==> config.mk <==
export PLATFORM = sky130hd
export DESIGN_NAME = pipelined_carry_adder
export DESIGN_NICKNAME = d
export VERILOG_FILES = /design/src/rtl/adder_pkg.sv /design/src/rtl/adder_slice.sv /design/src/rtl/pipelined_carry_adder.sv
export SDC_FILE = /design/constraint.sdc
export NUM_CORES = 1
export LEC_CHECK = 0
export ABC_AREA = 1
export BUFFER_PORTS_ARGS = -buffer_cell sky130_fd_sc_hd__buf_4
export CORE_UTILIZATION = 53
export CTS_CLUSTER_SIZE = 12
export DETAILED_ROUTE_END_ITERATION = 10
export GPL_TIMING_DRIVEN = 0
export PLACE_DENSITY = 0.79
export SLEW_MARGIN = 10
export SYNTH_ARGS = -nofsm -noshare
export SYNTH_HDL_FRONTEND = slang
export SYNTH_SLANG_ARGS = --single-unit
==> constraint.sdc <==
create_clock -name clk -period 2.3 [get_ports clk]
set_input_delay 0.46 -clock clk [delete_from_list [all_inputs] [get_ports clk]]
set_output_delay 0.46 -clock clk [all_outputs]
set_load 0.01 [all_outputs]
==> src/rtl/adder_pkg.sv <==
// rtl/adder_pkg.sv - shared defaults and helpers for the pipelined carry adder
package adder_pkg;

   localparam int DEFAULT_WIDTH  = 16;
   localparam int DEFAULT_STAGES = 4;

   // Two's-complement overflow: operands agree in sign, result does not.
   function automatic logic signed_overflow(input logic a_msb, input logic b_msb,
                                            input logic sum_msb);
      return (a_msb == b_msb) && (sum_msb != a_msb);
   endfunction

endpackage

==> src/rtl/adder_slice.sv <==
// rtl/adder_slice.sv - combinational CHUNK-bit ripple-carry slice
module adder_slice #(
   parameter int CHUNK = 4
) (
   input  logic [CHUNK-1:0] a,
   input  logic [CHUNK-1:0] b,
   input  logic             cin,
   output logic [CHUNK-1:0] sum,
   output logic             cout
);

   logic [CHUNK:0] carry;

   always_comb begin
      carry    = '0;
      sum      = '0;
      carry[0] = cin;
      for (int i = 0; i < CHUNK; i++) begin
         sum[i]       = a[i] ^ b[i] ^ carry[i];
         carry[i + 1] = (a[i] & b[i]) | (carry[i] & (a[i] ^ b[i]));
      end
      cout = carry[CHUNK];
   end

endmodule

==> src/rtl/pipelined_carry_adder.sv <==
// rtl/pipelined_carry_adder.sv - WIDTH-bit add/subtract split into STAGES registered ripple slices
module pipelined_carry_adder
   import adder_pkg::*;
#(
   parameter int WIDTH  = DEFAULT_WIDTH,
   parameter int STAGES = DEFAULT_STAGES
) (
   input  logic             clk,
   input  logic             rst_n,
   input  logic             in_valid,
   output logic             in_ready,
   input  logic [WIDTH-1:0] a,
   input  logic [WIDTH-1:0] b,
   input  logic             cin,
   input  logic             sub,
   output logic             out_valid,
   input  logic             out_ready,
   output logic [WIDTH-1:0] sum,
   output logic             cout,
   output logic             ovf
);

   localparam int CHUNK = WIDTH / STAGES;

   if (STAGES < 1 || (WIDTH % STAGES) != 0) begin : g_param_check
      $error("pipelined_carry_adder: WIDTH must be a multiple of STAGES and STAGES >= 1");
   end

   logic             en;
   logic [WIDTH-1:0] b_eff;

   // Operands shift right by CHUNK per stage so each slice always reads the low
   // CHUNK bits; finished sum slices shift in from the top and land aligned at the end.
   logic             v_q      [STAGES];
   logic             c_q      [STAGES];
   logic [WIDTH-1:0] a_q      [STAGES];
   logic [WIDTH-1:0] b_q      [STAGES];
   logic [WIDTH-1:0] s_q      [STAGES];
   logic             am_q     [STAGES];
   logic             bm_q     [STAGES];
   logic [CHUNK-1:0] sl_sum   [STAGES];
   logic             sl_cout  [STAGES];
   logic [WIDTH-1:0] sum_full [STAGES];

   assign en       = !out_valid || out_ready;
   assign in_ready = en;
   assign b_eff    = sub ? ~b : b;

   for (genvar k = 0; k < STAGES; k++) begin : g_slice
      adder_slice #(.CHUNK(CHUNK)) u_slice (
         .a    (a_q[k][CHUNK-1:0]),
         .b    (b_q[k][CHUNK-1:0]),
         .cin  (c_q[k]),
         .sum  (sl_sum[k]),
         .cout (sl_cout[k])
      );
      assign sum_full[k] = (s_q[k] >> CHUNK) | (WIDTH'(sl_sum[k]) << (WIDTH - CHUNK));
   end

   always_ff @(posedge clk or negedge rst_n) begin
      if (!rst_n) begin
         for (int k = 0; k < STAGES; k++) begin
            v_q[k]  <= 1'b0;
            c_q[k]  <= 1'b0;
            a_q[k]  <= '0;
            b_q[k]  <= '0;
            s_q[k]  <= '0;
            am_q[k] <= 1'b0;
            bm_q[k] <= 1'b0;
         end
         out_valid <= 1'b0;
         sum       <= '0;
         cout      <= 1'b0;
         ovf       <= 1'b0;
      end else if (en) begin
         v_q[0]  <= in_valid;
         c_q[0]  <= sub | cin;
         a_q[0]  <= a;
         b_q[0]  <= b_eff;
         s_q[0]  <= '0;
         am_q[0] <= a[WIDTH-1];
         bm_q[0] <= b_eff[WIDTH-1];
         for (int k = 1; k < STAGES; k++) begin
            v_q[k]  <= v_q[k-1];
            c_q[k]  <= sl_cout[k-1];
            a_q[k]  <= a_q[k-1] >> CHUNK;
            b_q[k]  <= b_q[k-1] >> CHUNK;
            s_q[k]  <= sum_full[k-1];
            am_q[k] <= am_q[k-1];
            bm_q[k] <= bm_q[k-1];
         end
         out_valid <= v_q[STAGES-1];
         sum       <= sum_full[STAGES-1];
         cout      <= sl_cout[STAGES-1];
         ovf       <= signed_overflow(am_q[STAGES-1], bm_q[STAGES-1],
                                      sl_sum[STAGES-1][CHUNK-1]);
      end
   end

endmodule
==> results.json <==
{
  "finalHoldViolCount": 0,
  "min_from": "a[11]",
  "floorplan.initialDensity_pct": 55.34,
  "synth_area_per_cell_um2": 9.095,
  "timing.fmax_mhz": 443.7,
  "gr-usage-met2_pct": 40.22,
  "critPathMaxFanout": 2,
  "fin_area_um2": 6683,
  "regArea_um2": 3278,
  "grt_max_degree": 80,
  "clk_latency_ns": 0.52,
  "period_share_pct": 97.98,
  "totalWireLength_um": 11590,
  "seq_area_frac_synth_pct": 59.78,
  "reg2reg_slack_ns": 0.05,
  "drt_iter0_drc": 198,
  "portBuffers": 57,
  "syn2layout_area_growth_pct": 21.86,
  "place_area_um2": 6110,
  "busiest_layer": "met2",
  "globalplace.congestion": 0.8537,
  "htree_levels": 4,
  "cp_slowest_stage_delay_ns": 0.44,
  "syn-num-nets": 658,
  "yosys.area.top_type_share_pct": 59.78,
  "netlist_area_um2": 5484,
  "clk_path_buf_depth": 2,
  "multi_input_area_um2": 1904,
  "die_h_um": 103.7,
  "yosys_warnings": 0,
  "critPathArrivalTime_ns": 2.66,
  "worstPathRequired_ns": 2.71,
  "timing.final.crit_period_ns": 2.254,
  "drt_first_pass_iters": 7,
  "antenna_cells": 0,
  "die_area_um2": 10760,
  "path_class": "reg -> reg",
  "fill_cells": 759,
  "layout-drive-gt1-share_pct": 18.71,
  "vias": 4078,
  "power_density_nw_per_um2": 1398,
  "clk_pin_slew_ns": 0.06,
  "ff2ff_path_depth": 10,
  "io_pins": 58,
  "hold_slack_ns": 0.1427,
  "dp_hpwl_um": 7948,
  "skew_ns": 0.005809,
  "routed_via_density": 4.925,
  "p_leak_nw": 3.540,
  "grt_pass1_vias": 4093,
  "coreArea_um2": 9910,
  "max_slew_margin_pct": 51.93,
  "yosys.area.top_type": "dfrtp_1",
  "worst_pin_slew_ns": 0.7210,
  "synthDistinctLibCells": 15,
  "vdd_ir_drop_max_mv": 0.6275,
  "cts_made_buffers": 17,
  "hold_end": "a_q[59]$_DFFE_PN0P_",
  "drv_cap": 0,
  "synth_seq_cells": 131,
  "grt_util_met3_pct": 6.293,
  "start_kind": "flip-flop",
  "wl_per_cell_um": 13.99,
  "setup_violations": 0,
  "syn_inst": 603,
  "cts_sinks": 131,
  "cp_slowest_cell": "fa_1",
  "outcome": "complete, no violations",
  "antenna_found_initial": 0,
  "r2r-end": "ovf$_DFFE_PN0P_",
  "nNetsFinal": 737,
  "ant_nets": 0,
  "synth_area_leaders": "dfrtp_1, nand2_1, fa_1",
  "worst_setup_path_end_kind": "flip-flop",
  "grt-ovfl-total": 0,
  "crit_chain": "fa_2, inv_2, fa_1, inv_1, fa_2, inv_2, fa_1, xnor2_1, nand2_1, nand2_1",
  "grt_setup_unrepaired": "true",
  "grt_pass1_wl_um": 19720,
  "post-route-drc-count": 0,
  "setup_tns_ns": 0,
  "r2r_start": "a_q[0]$_DFFE_PN0P_",
  "slew_viol_final": 0,
  "whs_path_depth": 3,
  "use_met1_pct": 29.01,
  "die_x_um": 103.7,
  "cts_tree": "built",
  "rows": 36,
  "ctsRootBufferMaster": "clkbuf_8",
  "grt_usage_pct": 23.68,
  "hold_path_class": "in -> reg"
}
critical path, delay by kind of cell, from the launching register on:
| family | cells | cell delay [ns] |
|---|---|---|
| AND/OR/NAND/NOR | 2 | 0.11 |
| flip-flops | 1 | 0.40 |
| buffers and inverters | 3 | 0.19 |
| XOR/XNOR | 1 | 0.15 |
| adder cells (fa/ha/maj) | 4 | 1.31 |
routing by layer:
metal	share of wire (%)	routed length, um
met5	0	0
met1	43	5009
met4	2.1	248
met3	4.5	519
met2	50	5807
synth_stat cells:
master / instances
nand2_1: 306
dfrtp_1: 131
o21ai_0: 44
inv_1: 41
buf_2: 17
fa_1: 16
nand3_1: 16
or2_2: 14
clkbuf_1: 8
buf_4: 5
ha_1: 1
nand2_2: 1
nor2_1: 1
nor2_4: 1
xnor2_1: 1
logic make-up after synthesis:
logic type,count (synthesis),share of synthesized area [%]
AO/OA/AOI/OAI,44,4.015
XOR/XNOR,1,0.1597
adder cells (fa/ha/maj),17,6.069
buffers and inverters,71,5.590
flip-flops,131,59.78
AND/OR/NAND/NOR,339,24.39
state kept, by name, summed over array words and instances (netlist names):
| register | cells |
|---|---|
| a_q | 37 |
| bm_q | 4 |
| c_q | 4 |
| b_q | 36 |
| sum | 16 |
| cout | 1 |
| ovf | 1 |
| out_valid | 1 |
| am_q | 3 |
| s_q | 24 |
| v_q | 4 |
placed cells by master (no fill, tap or decap):
cell,instances
buf_16,1
fa_2,2
o21ai_0,41
buf_2,17
inv_2,3
fa_1,14
or2_2,14
nand2_2,1
buf_4,62
nand2_1,306
clkbuf_1,12
clkbuf_8,2
xnor2_1,1
clkbuf_16,16
inv_6,1
o21ai_1,3
dlygate4sd3_1,1
clkinv_2,6
clkinv_4,1
dfrtp_1,131
ha_1,1
buf_6,1
inv_1,38
bufinv_16,2
nand3_1,16
nor2_1,1
nor2_4,1
worst max path at each step:
stage / cells past startpoint / slack [ns] / startpoint / endpoint
2_1_floorplan: 10 / 0.09 / a_q[0]$_DFFE_PN0P_ / ovf$_DFFE_PN0P_
5_1_grt: 10 / -0.11 / a_q[0]$_DFFE_PN0P_ / ovf$_DFFE_PN0P_
4_1_cts: 10 / 0.002 / a_q[0]$_DFFE_PN0P_ / ovf$_DFFE_PN0P_
6_report: 10 / 0.05 / a_q[0]$_DFFE_PN0P_ / ovf$_DFFE_PN0P_
3_3_place_gp: 10 / -0.04 / a_q[0]$_DFFE_PN0P_ / ovf$_DFFE_PN0P_
3_5_place_dp: 10 / -0.07 / a_q[0]$_DFFE_PN0P_ / ovf$_DFFE_PN0P_
what timing repair did:
| action | 4_1_cts | 5_1_grt |
|---|---|---|
| pin swaps | 2 | 3 |
| endpoints found under the setup margin | 1 | 4 |
| gates cloned | 0 | 0 |
| hold buffers | 1 | 0 |
| gates resized for setup | 4 | 4 |
| buffers inserted | 1 | 0 |
| hold endpoints to repair | 18 | 0 |
stage by stage:
stage	std cells	util (%)	setup WS, ns	total power, W
2_1_floorplan	603	-	0.09353	0.005672
3_3_place_gp	793	61.34	-0.04246	0.006599
3_5_place_dp	794	61.65	-0.07114	0.006775
4_1_cts	828	67.44	0.002486	0.009377
5_1_grt	828	67.44	-0.1130	0.01005
6_report	828	67.44	0.04637	0.009342
power by group:
group | internal [W] | leakage, nW | switching [W] | total, W
logic | 0.00120 | 1.68 | 0.00172 | 0.00292
clock network | 0.00156 | 0.277 | 0.000954 | 0.00252
registers | 0.00333 | 1.58 | 0.000573 | 0.00390
area by class of cell:
type,instances,area share [%]
multi-input cells,401,28.50
plain buffers,30,2.284
clock buffers,22,6.628
clock inverters,10,1.610
inverters,41,2.303
well taps,133,2.490
repair buffers,60,7.133
flip-flops and latches,131,49.05
(Power assumes the default switching activity.)
